--- config.mk ---
export PLATFORM = sky130hd
export DESIGN_NAME = alarm_ctrl
export DESIGN_NICKNAME = d
export VERILOG_FILES = /design/src/rtl/alarm_pkg.sv /design/src/rtl/seg7_dec.sv /design/src/rtl/alarm_ctrl.sv
export SDC_FILE = /design/constraint.sdc
export NUM_CORES = 1
export LEC_CHECK = 0
export CAP_MARGIN = 20
export CORE_AREA = 2 2 118 120
export DETAILED_ROUTE_END_ITERATION = 16
export DIE_AREA = 0 0 120 122
export PLACE_DENSITY = 0.68
export SLEW_MARGIN = 20
export SYNTH_ARGS = -nofsm -noshare
export SYNTH_HDL_FRONTEND = slang
export SYNTH_HIERARCHICAL = 1
export SYNTH_SLANG_ARGS = --single-unit
export TNS_END_PERCENT = 5
--- constraint.sdc ---
create_clock -name clk -period 2.3 [get_ports clk]
set_clock_uncertainty 0.15 [all_clocks]
set_input_delay 0.46 -clock clk [delete_from_list [all_inputs] [get_ports clk]]
set_output_delay 0.46 -clock clk [all_outputs]
set_load 0.005 [all_outputs]
--- src/rtl/alarm_pkg.sv ---
// ---------------------------------------------------------------------------
// alarm_pkg
//   Shared constants and helpers for the alarm stage:
//     - FSM state encoding (IDLE / RING / SNOOZE)
//     - BCD upper limits for the alarm hour and minute fields
//     - seven-segment constants (active-low, bit order {g..a})
//     - bcd_inc(): wrap-around increment of a two-digit BCD field
// ---------------------------------------------------------------------------
package alarm_pkg;

  // FSM state encoding; plain constants keep the encoding visible in waveforms.
  localparam logic [1:0] IDLE   = 2'd0;
  localparam logic [1:0] RING   = 2'd1;
  localparam logic [1:0] SNOOZE = 2'd2;

  // Largest legal value of each two-digit BCD alarm field.
  localparam logic [7:0] HOUR_MAX = 8'h23;
  localparam logic [7:0] MIN_MAX  = 8'h59;

  // Active-low segment patterns, bit order {g,f,e,d,c,b,a}.
  localparam logic [6:0] SEG_BLANK = 7'h7F;
  localparam logic [6:0] SEG_ZERO  = 7'h40;

  // Increment a two-digit BCD value, wrapping to 00 after lim.
  // Valid BCD orders the same as binary, so a plain compare finds the limit.
  function automatic logic [7:0] bcd_inc(input logic [7:0] val,
                                         input logic [7:0] lim);
    if (val >= lim) begin
      return 8'h00;
    end else if (val[3:0] >= 4'd9) begin
      return {val[7:4] + 4'd1, 4'd0};
    end else begin
      return {val[7:4], val[3:0] + 4'd1};
    end
  endfunction

endpackage : alarm_pkg

--- src/rtl/seg7_dec.sv ---
// ---------------------------------------------------------------------------
// seg7_dec
//   Single-digit BCD to seven-segment decoder, active-low outputs.
//   Codes 10..15 are not BCD and blank the digit.
//
// Ports
//   digit  in  4  BCD digit
//   seg    out 7  active-low segments {g,f,e,d,c,b,a}
// ---------------------------------------------------------------------------
module seg7_dec
  import alarm_pkg::*;
(
  input  logic [3:0] digit,
  output logic [6:0] seg
);

  // NOTE: every path through always_comb assigns seg (default arm included);
  // a missing assignment on any path would infer a latch.
  always_comb begin
    unique case (digit)
      4'd0:    seg = SEG_ZERO;
      4'd1:    seg = 7'b1111001;
      4'd2:    seg = 7'b0100100;
      4'd3:    seg = 7'b0110000;
      4'd4:    seg = 7'b0011001;
      4'd5:    seg = 7'b0010010;
      4'd6:    seg = 7'b0000010;
      4'd7:    seg = 7'b1111000;
      4'd8:    seg = 7'b0000000;
      4'd9:    seg = 7'b0011000;
      default: seg = SEG_BLANK;
    endcase
  end

endmodule : seg7_dec

--- src/rtl/alarm_ctrl.sv ---
// ---------------------------------------------------------------------------
// alarm_ctrl
//   Alarm stage behind the time-of-day counter. Holds a BCD alarm time
//   (HHMM), compares it against the incoming BCD time, and runs an
//   IDLE / RING / SNOOZE state machine that drives a buzzer and a blinking
//   LED. The alarm setting is shown on four active-low seven-segment digits.
//
// Parameters
//   TICK_DIV    clk cycles per internal 1 s tick
//   RING_SEC    ticks spent ringing before the alarm gives up
//   SNOOZE_SEC  ticks spent snoozing before ringing again
//   BLINK_DIV   clk cycles per LED toggle while ringing
//
// Ports
//   clk      in   1  system clock, single domain
//   rst      in   1  asynchronous reset, active-low
//   bcdtime  in  24  current time, BCD {h1,h0,m1,m0,s1,s0}
//   en       in   1  alarm armed (level)
//   set      in   1  alarm-set mode (level)
//   swh      in   1  step alarm hour on each tick while set=1
//   swm      in   1  step alarm minute on each tick while set=1
//   snz      in   1  snooze button, active-low, asynchronous to clk
//   buzz     out  1  buzzer drive, high while ringing
//   led      out  1  alarm indicator (blinks ringing, steady snoozing)
//   ahour1, ahour0, amin1, amin0
//            out  7  active-low segments {g..a} of the alarm setting
// ---------------------------------------------------------------------------
module alarm_ctrl
  import alarm_pkg::*;
#(
  parameter int TICK_DIV   = 50000000,
  parameter int RING_SEC   = 60,
  parameter int SNOOZE_SEC = 300,
  parameter int BLINK_DIV  = 12500000
) (
  input  logic        clk,
  input  logic        rst,
  input  logic [23:0] bcdtime,
  input  logic        en,
  input  logic        set,
  input  logic        swh,
  input  logic        swm,
  input  logic        snz,
  output logic        buzz,
  output logic        led,
  output logic [6:0]  ahour1,
  output logic [6:0]  ahour0,
  output logic [6:0]  amin1,
  output logic [6:0]  amin0
);

  // Counter widths sized to hold the terminal value of each count.
  localparam int TW      = (TICK_DIV > 1) ? $clog2(TICK_DIV) : 1;
  localparam int SEC_MAX = (RING_SEC > SNOOZE_SEC) ? RING_SEC : SNOOZE_SEC;
  localparam int SW      = (SEC_MAX > 1) ? $clog2(SEC_MAX) : 1;
  localparam int BW      = (BLINK_DIV > 1) ? $clog2(BLINK_DIV) : 1;

  localparam logic [TW-1:0] TICK_LAST   = TW'(TICK_DIV - 1);
  localparam logic [SW-1:0] RING_LAST   = SW'(RING_SEC - 1);
  localparam logic [SW-1:0] SNOOZE_LAST = SW'(SNOOZE_SEC - 1);
  localparam logic [BW-1:0] BLINK_LAST  = BW'(BLINK_DIV - 1);

  logic [TW-1:0] tick_cnt;
  logic          tick;
  logic [15:0]   areg;
  logic [23:0]   bt_q;
  logic          match;
  logic          match_q;
  logic          trigger;
  logic          snz_meta;
  logic          snz_sync;
  logic          snz_prev;
  logic          press;
  logic [1:0]    state;
  logic [1:0]    state_next;
  logic [SW-1:0] sec_cnt;
  logic [BW-1:0] blink_cnt;

  // -------------------------------------------------------------------------
  // 1 s tick: free-running divider, one-cycle pulse on its last count.
  // -------------------------------------------------------------------------
  assign tick = (tick_cnt == TICK_LAST);

  // NOTE: sequential state is written with non-blocking assignments only, so
  // every flop samples pre-edge values regardless of block ordering.
  always_ff @(posedge clk or negedge rst) begin
    if (!rst) begin
      tick_cnt <= '0;
    end else if (tick) begin
      tick_cnt <= '0;
    end else begin
      tick_cnt <= tick_cnt + 1'b1;
    end
  end

  // -------------------------------------------------------------------------
  // Alarm setting. In set mode each tick steps one field; hour wins when
  // both switches are on. Minutes wrap without carrying into the hour.
  // -------------------------------------------------------------------------
  always_ff @(posedge clk or negedge rst) begin
    if (!rst) begin
      areg <= 16'h0000;
    end else if (set && tick) begin
      if (swh) begin
        areg[15:8] <= bcd_inc(areg[15:8], HOUR_MAX);
      end else if (swm) begin
        areg[7:0] <= bcd_inc(areg[7:0], MIN_MAX);
      end
    end
  end

  // -------------------------------------------------------------------------
  // Time match. bcdtime is registered first; match is true for the whole
  // matching second, so the rising edge of match gives a single trigger.
  // -------------------------------------------------------------------------
  assign match   = (bt_q[23:8] == areg) && (bt_q[7:0] == 8'h00);
  assign trigger = match && !match_q && en && !set;

  always_ff @(posedge clk or negedge rst) begin
    if (!rst) begin
      bt_q    <= '0;
      match_q <= 1'b0;
    end else begin
      bt_q    <= bcdtime;
      match_q <= match;
    end
  end

  // -------------------------------------------------------------------------
  // Snooze button: two-flop synchronizer, then a registered falling-edge
  // detector. Flops reset to the released (high) level, so a button held
  // down through reset produces at most one press, right after reset, while
  // the FSM is still idle.
  // -------------------------------------------------------------------------
  always_ff @(posedge clk or negedge rst) begin
    if (!rst) begin
      snz_meta <= 1'b1;
      snz_sync <= 1'b1;
      snz_prev <= 1'b1;
      press    <= 1'b0;
    end else begin
      snz_meta <= snz;
      snz_sync <= snz_meta;
      snz_prev <= snz_sync;
      press    <= snz_prev && !snz_sync;
    end
  end

  // -------------------------------------------------------------------------
  // Ring / snooze state machine. Disarming or entering set mode wins over
  // every other event, including a press or timeout in the same cycle.
  // -------------------------------------------------------------------------
  always_comb begin
    state_next = state;
    if (!en || set) begin
      state_next = IDLE;
    end else begin
      case (state)
        IDLE: begin
          if (trigger) state_next = RING;
        end
        RING: begin
          if (press) begin
            state_next = SNOOZE;
          end else if (tick && (sec_cnt == RING_LAST)) begin
            state_next = IDLE;
          end
        end
        SNOOZE: begin
          if (tick && (sec_cnt == SNOOZE_LAST)) state_next = RING;
        end
        default: state_next = IDLE;
      endcase
    end
  end

  // sec_cnt counts ticks spent in the current state; any transition
  // restarts it, even one that lands on a tick.
  always_ff @(posedge clk or negedge rst) begin
    if (!rst) begin
      state   <= IDLE;
      sec_cnt <= '0;
    end else begin
      state <= state_next;
      if (state_next != state) begin
        sec_cnt <= '0;
      end else if (tick) begin
        sec_cnt <= sec_cnt + 1'b1;
      end
    end
  end

  // -------------------------------------------------------------------------
  // Outputs. led is registered from state_next so it changes on the same
  // edge as the state: lit on RING entry, toggling every BLINK_DIV cycles
  // while ringing, steady in SNOOZE, dark in IDLE.
  // -------------------------------------------------------------------------
  assign buzz = (state == RING);

  always_ff @(posedge clk or negedge rst) begin
    if (!rst) begin
      blink_cnt <= '0;
      led       <= 1'b0;
    end else if (state_next == RING) begin
      if (state != RING) begin
        blink_cnt <= '0;
        led       <= 1'b1;
      end else if (blink_cnt == BLINK_LAST) begin
        blink_cnt <= '0;
        led       <= !led;
      end else begin
        blink_cnt <= blink_cnt + 1'b1;
      end
    end else begin
      blink_cnt <= '0;
      led       <= (state_next == SNOOZE);
    end
  end

  // -------------------------------------------------------------------------
  // Alarm-setting display, combinational from areg.
  // -------------------------------------------------------------------------
  seg7_dec u_hour1 (.digit(areg[15:12]), .seg(ahour1));
  seg7_dec u_hour0 (.digit(areg[11:8]),  .seg(ahour0));
  seg7_dec u_min1  (.digit(areg[7:4]),   .seg(amin1));
  seg7_dec u_min0  (.digit(areg[3:0]),   .seg(amin0));

endmodule : alarm_ctrl

==> results of run 1 <==
## through the flow
step                      setup TNS [ps]  cell area [um^2]
final                               -258              7360
after global routing                -621              7360
after CTS                          -1190              7270
after detailed placement            -955              6870
after global placement                 0              6870
after floorplan                        0              5870
## timing repair
action	4_1_cts	5_1_grt
setup endpoints to repair	51	61
buffers inserted	9	0
pin swaps	3	6
gates resized for setup	41	30
## registers in the layout (all words and copies together) (netlist names), 2 cells and up
register   flops
blink_cnt     24
state          2
sec_cnt        9
bt_q          24
tick_cnt      26
areg          16
## cell usage in the layout, fill, tap and decap left out, types with 3 or more instances in the layout
cell,n
dfrtp_1,98
nor2_1,77
xor2_1,49
nand2_1,44
buf_4,35
clkdlybuf4s50_1,33
ha_1,30
nand3_1,27
inv_1,23
o21ai_1,23
xnor2_1,20
dlygate4sd2_1,17
o21ai_2,17
nand4_1,14
a21oi_1,14
and3_1,11
o21ai_0,11
nand2b_1,10
and2_1,10
clkbuf_16,9
nor3_1,8
nor2b_1,7
inv_2,7
nor4_1,6
dfrtp_2,6
dlymetal6s2s_1,6
nor4_2,5
and4_1,5
buf_6,5
nand2b_2,5
or2_1,3
o21a_1,3
dfstp_2,3
nor3b_2,3
nand2b_4,3
nand2_2,3
ha_2,3
## power by group through the flow
stage               combinational [W]  sequential, W  clock [W]
floorplan                   0.0000145        0.00195          0
global placement             0.000115        0.00195          0
detailed placement           0.000116        0.00195          0
CTS                          0.000118        0.00192    0.00168
global route                 0.000131        0.00192    0.00177
finish                       0.000117        0.00192    0.00165
## how the worst max path moves through the flow
| stage | to | cells after the start | slack (ps) | start |
|---|---|---|---|---|
| detailed placement | blink_cnt[3] | 7 | -70 | set |
| finish | ahour1[6] | 5 | -130 | areg[12] |
| global route | ahour1[3] | 6 | -220 | areg[13] |
| CTS | ahour0[6] | 5 | -170 | areg[8] |
| global placement | blink_cnt[11] | 7 | 30 | set |
| floorplan | blink_cnt[14] | 8 | 210 | tick_cnt[0] |
## area by class of cell
class                      instances  share of cell area
multi-input combinational        445               0.417
inverter                          30              0.0153
clock buffer                      10              0.0325
timing repair buffer             102               0.129
tap                              180              0.0306
clock inverter                     4              0.0104
sequential                       107               0.365
## routing by layer
layer | wire length, um | vias to the layer above
met5 | 0 | -
met4 | 181 | 0
met3 | 365 | 12
met2 | 6100 | 70
met1 | 5400 | 2146
li1 | - | 2213
## cells by family after synthesis
kind of cell / Yosys count
AND/OR/NAND/NOR: 262
flip-flops: 107
multiplexers: 1
adder cells (fa/ha/maj): 33
XOR/XNOR: 69
AO/OA/AOI/OAI: 80
buffers and inverters: 45
==> flow_metrics.env, run 1 <==
export IMPL_start_util=0.434
export IMPL_relSlewSlack=0.626
export IMPL_nFillCells=1196
export IMPL_nets=759
export IMPL_synthCells=597
export IMPL_pre_cts_ws_ps=-69.9
export IMPL_ir_worst_vdd_mv=0.334
export IMPL_p_sw_w=0.000741
export IMPL_use_met2=0.308
export IMPL_synth_most_common_cell="dfrtp_1"
export IMPL_cts_hold_buf=0
export IMPL_syn_nets=661
export IMPL_async_flop_share=1.00
export IMPL_grtUsageMet1=0.220
export IMPL_crit_family="buffers and inverters"
export IMPL_overflow=0
export IMPL_hold_class="input pin to asynchronous set/reset pin"
export IMPL_power_density_nw_per_um2=500
export IMPL_power_frac_comb=0.032
export IMPL_ys_types=56
export IMPL_cts_tree="yes"
export IMPL_clock_root_buffer="clkbuf_16"
export IMPL_synth_adder_area_share=0.0704
export IMPL_synth_common_cells="dfrtp_1, nor2_1, xor2_1"
export IMPL_first_global_vias=4519
export IMPL_netlist_area_leader_share=0.444
export IMPL_top_usage_layer="met2"
export IMPL_routedWlPerCell_um=13.7
export IMPL_dpl_hpwl_um=8540
export IMPL_p_seq_frac=0.521
export IMPL_setup_violations=2
export IMPL_worstReg2RegEnd="blink_cnt[12]"
export IMPL_cp_arrival_ps=1820
export IMPL_grt_pass1_wl_um=20800
export IMPL_status="finished with violations"
export IMPL_fin_util=0.545
export IMPL_core_rowCount=43
export IMPL_synthToLayoutAreaGrowth_pct=25.5
export IMPL_synth_compound_area_frac=0.0868
export IMPL_die_h_um=122
export IMPL_grt_use_total=0.176
export IMPL_ff_latch_area_um2=2690
export IMPL_boundaryPins=61
export IMPL_cp_num_buf_inv=2
export IMPL_crit_type="flip-flop to primary output"
export IMPL_timing_final_ws_setup_ps=-131
export IMPL_synth_area_um2=5870
export IMPL_synthSimpleGateAreaFrac=0.245
export IMPL_gr_usage_met3=0.0276
export IMPL_antennaDiodeCount=0
export IMPL_drt_pass1_iterations=4
export IMPL_synth_xor_area_frac=0.103
export IMPL_placed_cells=855
export IMPL_synth_top_area_cell="dfrtp_1"
export IMPL_path_cells="buf_4, ha_1, nor3b_2, nor2_1, clkdlybuf4s50_1"
export IMPL_multi_input_area_um2=3070
export IMPL_clkLatencyLatePin_ps=350
export IMPL_htreeDepth=3
export IMPL_reg2regPathDepth=7
export IMPL_synth_seq_cells=107
export IMPL_synth_main_ff_cell="dfrtp_1"
export IMPL_dr_total_vias=4441
export IMPL_ys_seq_area_frac=0.457
export IMPL_intPower_w=0.00294
export IMPL_cp_end_kind="primary output"
export IMPL_power_total_w=0.00368
export IMPL_max_freq_mhz=411
export IMPL_ff2ff_setup_slack_ps=150
export IMPL_cp_start_kind="flip-flop"
export IMPL_die_area_um2=14600
export IMPL_switching_share=0.201
export IMPL_fin_crit_ps=2430
export IMPL_cts_made_buffers=9
export IMPL_slew_violations=0
export IMPL_p_clk_frac=0.447
export IMPL_syn_area_per_cell_um2=9.83
export IMPL_synth_area_leaders="dfrtp_1, xor2_1, ha_1"
export IMPL_whs_ps=38.1
export IMPL_grt_max_degree=108
export IMPL_grt_setup_unrepaired="yes"
export IMPL_r2r_start="tick_cnt[7]"
export IMPL_fin_cells=878
export IMPL_drt_iter0_drc=256
export IMPL_die_x_um=120
export IMPL_clk_path_buf_depth=2
export IMPL_cp_max_fo=3
export IMPL_ys_warn_count=6
export IMPL_post_route_drc_count=0
export IMPL_cpPeakStageDelay_ps=440
export IMPL_finalHoldViolCount=0
export IMPL_maxCapViolCount=0
export IMPL_cts_sinks=107
export IMPL_antenna_found_initial=0
export IMPL_drive_gt1_frac=0.186
export IMPL_violations="setup timing"
export IMPL_synth_top_family_by_area="simple AND/OR/NAND/NOR gates"
export IMPL_via_per_inst=5.06
export IMPL_gp_congestion=0.831
export IMPL_port_buffers=60
export IMPL_wl_um=12100
export IMPL_p_leak_nw=3.33
export IMPL_cp_required_ps=1690
export IMPL_crit_slowest_cell="clkdlybuf4s50_1"
export IMPL_core_um2=13500
export IMPL_synthMuxAreaShare=0.00171
export IMPL_synth_edff_count=0
export IMPL_period_share=1.06
export IMPL_ant_nets=0
export IMPL_clk_pin_slew_ps=70
export IMPL_worst_pin_slew_ps=562
Power figures use the tool's default switching activity.
==> inputs of run 2 (changes only) <==
--- a/config.mk
+++ b/config.mk
@@ -6,13 +6,12 @@
 export NUM_CORES = 1
 export LEC_CHECK = 0
 export CAP_MARGIN = 20
-export CORE_AREA = 2 2 118 120
+export CORE_AREA = 2 2 116 118
 export DETAILED_ROUTE_END_ITERATION = 16
-export DIE_AREA = 0 0 120 122
-export PLACE_DENSITY = 0.68
+export DIE_AREA = 0 0 118 120
+export PLACE_DENSITY = 0.69
 export SLEW_MARGIN = 20
 export SYNTH_ARGS = -nofsm -noshare
 export SYNTH_HDL_FRONTEND = slang
-export SYNTH_HIERARCHICAL = 1
 export SYNTH_SLANG_ARGS = --single-unit
 export TNS_END_PERCENT = 5
==> flow_metrics.env, run 2 <==
export IMPL_synthCells=576
export IMPL_synth_most_common_cell="dfrtp_1"
export IMPL_clkLatencyLatePin_ps=350
export IMPL_crit_type="flip-flop to primary output"
export IMPL_clk_path_buf_depth=2
export IMPL_power_density_nw_per_um2=488
export IMPL_fin_crit_ps=2430
export IMPL_synth_edff_count=0
export IMPL_timing_final_ws_setup_ps=-126
export IMPL_cts_made_buffers=9
export IMPL_synth_area_leaders="dfrtp_1, xor2_1, ha_1"
export IMPL_cp_required_ps=1690
export IMPL_hold_class="flip-flop to flip-flop"
export IMPL_max_freq_mhz=412
export IMPL_synth_area_um2=5670
export IMPL_cp_arrival_ps=1820
export IMPL_cts_sinks=107
export IMPL_core_rowCount=42
export IMPL_antenna_found_initial=0
export IMPL_overflow=0
export IMPL_worst_pin_slew_ps=423
export IMPL_boundaryPins=61
export IMPL_violations="setup timing"
export IMPL_die_x_um=118
export IMPL_maxCapViolCount=0
export IMPL_fin_util=0.561
export IMPL_ff2ff_setup_slack_ps=90
export IMPL_clock_root_buffer="clkbuf_16"
export IMPL_synth_common_cells="dfrtp_1, nor2_1, xor2_1"
export IMPL_p_leak_nw=3.20
export IMPL_routedWlPerCell_um=13.9
export IMPL_dpl_hpwl_um=8840
export IMPL_synth_seq_cells=107
export IMPL_core_um2=13000
export IMPL_wl_um=12000
export IMPL_grt_max_degree=40
export IMPL_largestRegisters="tick_cnt: 26 flops, blink_cnt: 24 flops, bt_q: 24 flops"
export IMPL_ys_seq_area_frac=0.473
export IMPL_die_area_um2=14200
export IMPL_grt_pass1_wl_um=20700
export IMPL_post_route_drc_count=0
export IMPL_drive_gt1_frac=0.214
export IMPL_via_per_inst=5.17
export IMPL_syn_area_per_cell_um2=9.85
export IMPL_finalHoldViolCount=0
export IMPL_htreeDepth=3
export IMPL_synth_top_area_cell="dfrtp_1"
export IMPL_final_common_cell="dfrtp_1"
export IMPL_period_share=1.05
export IMPL_whs_ps=207
export IMPL_ir_worst_vdd_mv=0.378
export IMPL_synthToLayoutAreaGrowth_pct=28.4
export IMPL_setup_violations=3
export IMPL_netlist_area_leader_share=0.459
export IMPL_cp_max_fo=8
export IMPL_final_cell_mix="dfrtp_1, xor2_1, nor2_1"
export IMPL_largest_register_ffs=26
export IMPL_async_flop_share=1.00
export IMPL_drt_pass1_iterations=4
export IMPL_status="finished with violations"
export IMPL_ys_types=58
export IMPL_grt_use_total=0.179
export IMPL_first_global_vias=4480
export IMPL_cp_start_kind="flip-flop"
export IMPL_synth_main_ff_cell="dfrtp_1"
export IMPL_clk_pin_slew_ps=70
export IMPL_antennaDiodeCount=0
export IMPL_regMostFlops="tick_cnt"
export IMPL_die_h_um=120
export IMPL_port_buffers=60
export IMPL_cp_end_kind="primary output"
export IMPL_syn_nets=629
export IMPL_cts_tree="yes"
export IMPL_gp_congestion=0.819
export IMPL_grt_setup_unrepaired="yes"
export IMPL_start_util=0.437
export IMPL_ant_nets=0
export IMPL_dr_total_vias=4471
export IMPL_drt_iter0_drc=242
export IMPL_relSlewSlack=0.716
export IMPL_slew_violations=0
export IMPL_nets=736
export IMPL_ys_warn_count=0
[run 2: changes by cell type in the layout (fill, tap and decap cells not counted), moves of 6 or more]
| cell | before | now |
|---|---|---|
| a21oi_1 | 14 | 20 |
| and2_1 | 10 | 4 |
| buf_4 | 35 | 50 |
| ha_1 | 30 | 13 |
| inv_1 | 23 | 13 |
| nor2_1 | 77 | 52 |
| nor2_2 | 0 | 14 |
| nor2_4 | 0 | 10 |
| o21ai_0 | 11 | 33 |
| o21ai_1 | 23 | 13 |
| o21ai_2 | 17 | 1 |
[run 2: final timing paths]
kind                       cells after the start  startpoint    endpoint
setup / recovery                               5     areg[5]    amin1[6]
hold / removal                                 0    snz_meta    snz_sync
setup reg to reg                               8  sec_cnt[1]  sec_cnt[2]
hold reg to reg                                0    snz_meta    snz_sync
max in group asynchronous                      3         rst     areg[9]
min in group asynchronous                      2         rst    bt_q[13]
[run 2: power by group]
part,internal (W),switching [W]
registers,0.00192,0.0000217
logic,0.0000720,0.0000641
clock network,0.000754,0.000728
total,0.00274,0.000814
[run 2: worst max-delay path: stages, from the launching register on]
cell and delay (ps):
dfrtp_1 390, buf_4 170, ha_2 200, nor3b_2 200, nor2_1 70, clkdlybuf4s50_1 440
[run 2: cells by family after synthesis]
family | count (synthesis) | synth area share
xor gates and xnor gates | 70 | 0.108
muxes | 1 | 0.00176
AOI/OAI and AO/OA | 84 | 0.0854
adders and majority gates | 22 | 0.0485
buffers and inverters | 42 | 0.0353
DFF | 107 | 0.473
and+or+nand+nor | 250 | 0.248
[run 2: timing repair]
item | CTS | global route
pin swaps | 0 | 4
endpoints found under the hold margin | 18 | 0
setup buffers | 2 | 3
hold buffers | 1 | 0
endpoints found under the setup margin | 39 | 60
gates resized for setup | 48 | 43
[run 2: area by class of cell]
type / count / area, um^2
Timing Repair Buffer: 117 / 1050
Multi-Input combinational cell: 427 / 2960
Inverter: 21 / 81.3
Clock buffer: 9 / 225
Tap cell: 176 / 220
Sequential cell: 107 / 2690
Clock inverter: 7 / 58.8
Fill cell: 1130 / 5700
[run 2: metal layers]
metal | vias up | track usage | wire length [um]
met5 | - | 0 | 0
met4 | 0 | 0.0715 | 262
met3 | 17 | 0.0323 | 417
met2 | 87 | 0.305 | 5950
met1 | 2175 | 0.226 | 5420
li1 | 2192 | - | -
[run 2: through the flow]
stage	setup TNS, ps	total power (W)	cell area, um^2	std cells	worst slack, ps
after global placement	-329	0.00210	6770	842	-62.6
final	-271	0.00356	7280	864	-126
after detailed placement	-1510	0.00210	6770	842	-94.7
after CTS	-953	0.00358	7130	861	-187
after floorplan	0	0.00199	5670	576	26.8
after global routing	-674	0.00369	7280	864	-179
==> inputs of run 3 (changes only) <==
--- a/config.mk
+++ b/config.mk
@@ -6,10 +6,10 @@
 export NUM_CORES = 1
 export LEC_CHECK = 0
 export CAP_MARGIN = 20
-export CORE_AREA = 2 2 116 118
+export CORE_AREA = 2 2 141 143
 export DETAILED_ROUTE_END_ITERATION = 16
-export DIE_AREA = 0 0 118 120
-export PLACE_DENSITY = 0.69
+export DIE_AREA = 0 0 143 145
+export PLACE_DENSITY = 0.51
 export SLEW_MARGIN = 20
 export SYNTH_ARGS = -nofsm -noshare
 export SYNTH_HDL_FRONTEND = slang
==> flow_metrics.env, run 3 (synthesis gave the netlist of run 2 again) <==
export IMPL_regMostFlops="tick_cnt"
export IMPL_clock_root_buffer="clkbuf_16"
export IMPL_core_um2=19200
export IMPL_dpl_hpwl_um=9780
export IMPL_core_rowCount=51
export IMPL_ant_nets=0
export IMPL_largest_register_ffs=26
export IMPL_dr_total_vias=4442
export IMPL_grt_max_degree=44
export IMPL_min_path_cells=0
export IMPL_port_buffers=60
export IMPL_die_h_um=145
export IMPL_slew_violations=0
export IMPL_cp_arrival_ps=1830
export IMPL_cts_made_buffers=9
export IMPL_drive_gt1_frac=0.244
export IMPL_cpPeakStageDelay_ps=410
export IMPL_boundaryPins=61
export IMPL_cts_tree="yes"
export IMPL_routedWlPerCell_um=13.8
export IMPL_grt_use_total=0.132
export IMPL_path_cells="inv_2, ha_2, or2_2, a21oi_1, a31oi_1, dlygate4sd2_1"
export IMPL_grt_setup_unrepaired="yes"
export IMPL_wl_um=13400
export IMPL_nets=753
export IMPL_cp_start_kind="flip-flop"
export IMPL_cts_sinks=107
export IMPL_synthToLayoutAreaGrowth_pct=33.5
export IMPL_reg2regPathDepth=6
export IMPL_pre_cts_ws_ps=-123
export IMPL_crit_type="flip-flop to primary output"
export IMPL_ir_worst_vdd_mv=0.265
export IMPL_gp_congestion=0.817
export IMPL_fin_crit_ps=2440
export IMPL_clk_path_buf_depth=2
export IMPL_drt_iter0_drc=192
export IMPL_period_share=1.06
export IMPL_grt_pass1_wl_um=21900
export IMPL_final_common_cell="dfrtp_1"
export IMPL_finalHoldViolCount=0
export IMPL_p_leak_nw=3.33
export IMPL_first_global_vias=4458
export IMPL_die_area_um2=20700
export IMPL_crit_slowest_cell="dfrtp_1"
export IMPL_violations="setup timing"
export IMPL_maxCapViolCount=0
export IMPL_clkLatencyLatePin_ps=350
export IMPL_overflow=0
export IMPL_dpl_cell_area_um2=7000
export IMPL_setup_violations=3
export IMPL_design_area_um2=7570
export IMPL_antenna_found_initial=0
export IMPL_htreeDepth=3
export IMPL_hold_class="flip-flop to flip-flop"
export IMPL_power_density_nw_per_um2=491
export IMPL_max_freq_mhz=409
export IMPL_cp_end_kind="primary output"
export IMPL_die_x_um=143
export IMPL_drt_pass1_iterations=4
export IMPL_post_route_drc_count=0
export IMPL_timing_final_ws_setup_ps=-143
export IMPL_via_per_inst=4.58
export IMPL_relSlewSlack=0.706
export IMPL_antennaDiodeCount=0
export IMPL_status="finished with violations"
export IMPL_clk_pin_slew_ps=80
export IMPL_whs_ps=209
export IMPL_final_cell_mix="dfrtp_1, buf_4, xor2_1"
export IMPL_largestRegisters="tick_cnt: 26 flops, blink_cnt: 24 flops, bt_q: 24 flops"
export IMPL_start_util=0.295
export IMPL_power_total_w=0.00372
export IMPL_cp_max_fo=5
export IMPL_cp_required_ps=1690
export IMPL_worst_pin_slew_ps=442
export IMPL_nFillCells=1864
run 3: cell types whose count changed in the layout (fill, tap and decap cells not counted), moves of 3 or more:
cell	change
nor4bb_4	-3
clkbuf_2	+3
buf_6	-4
dlygate4sd2_1	-4
buf_12	+3
buf_4	+18
run 3: layout make-up:
type / count / area (um^2) / share of cell area
Clock buffer: 9 / 225 / 0.0298
Clock inverter: 7 / 91.3 / 0.0121
Inverter: 21 / 78.8 / 0.0104
Multi-Input combinational cell: 427 / 2980 / 0.393
Sequential cell: 107 / 2690 / 0.355
Tap cell: 265 / 332 / 0.0438
Timing Repair Buffer: 134 / 1180 / 0.156
run 3: power breakdown:
part	internal, W	switching (W)
Clock	0.000874	0.000771
Combinational	0.0000706	0.0000632
Sequential	0.00191	0.0000225
Total	0.00286	0.000856
run 3: through the flow:
stage,setup TNS (ps),cells,utilization
floorplan,0,576,-
global placement,-229,944,0.364
detailed placement,-355,944,0.364
CTS,-1060,968,0.387
global route,-997,970,0.394
finish,-330,970,0.394
run 3: timing repair:
action                                  4_1_cts  5_1_grt
gates resized for setup                      54       47
pin swaps                                     0        6
buffers inserted                              7        2
endpoints found under the setup margin       29       66
hold endpoints to repair                     29        0
hold buffers                                  1        0
run 3: per-layer routing:
layer | track usage | share of wire | vias up
met4 | 0.0505 | 0.017 | 0
met5 | 0 | 0 | -
met3 | 0.0238 | 0.028 | 16
li1 | - | - | 2223
met1 | 0.167 | 0.45 | 2137
met2 | 0.224 | 0.51 | 66
run 3: critical path: cells and delay by family, from the launching register on:
kind / cells / cell delay [ps]
AND/OR/NAND/NOR: 1 / 310
adder cells (fa/ha/maj): 1 / 180
buffers and inverters: 2 / 370
AO/OA/AOI/OAI: 2 / 210
flip-flops: 1 / 410
run 3: final timing paths:
| kind | from | endpoint | slack, ps |
|---|---|---|---|
| worst max register to register | sec_cnt[0] | led | 70 |
| worst max-delay path | areg[5] | amin1[3] | -140 |
| min in group asynchronous | rst | blink_cnt[10] | 450 |
| max in group asynchronous | rst | snz_prev | 910 |
| worst min-delay path | snz_meta | snz_sync | 210 |
| worst min register to register | snz_meta | snz_sync | 210 |
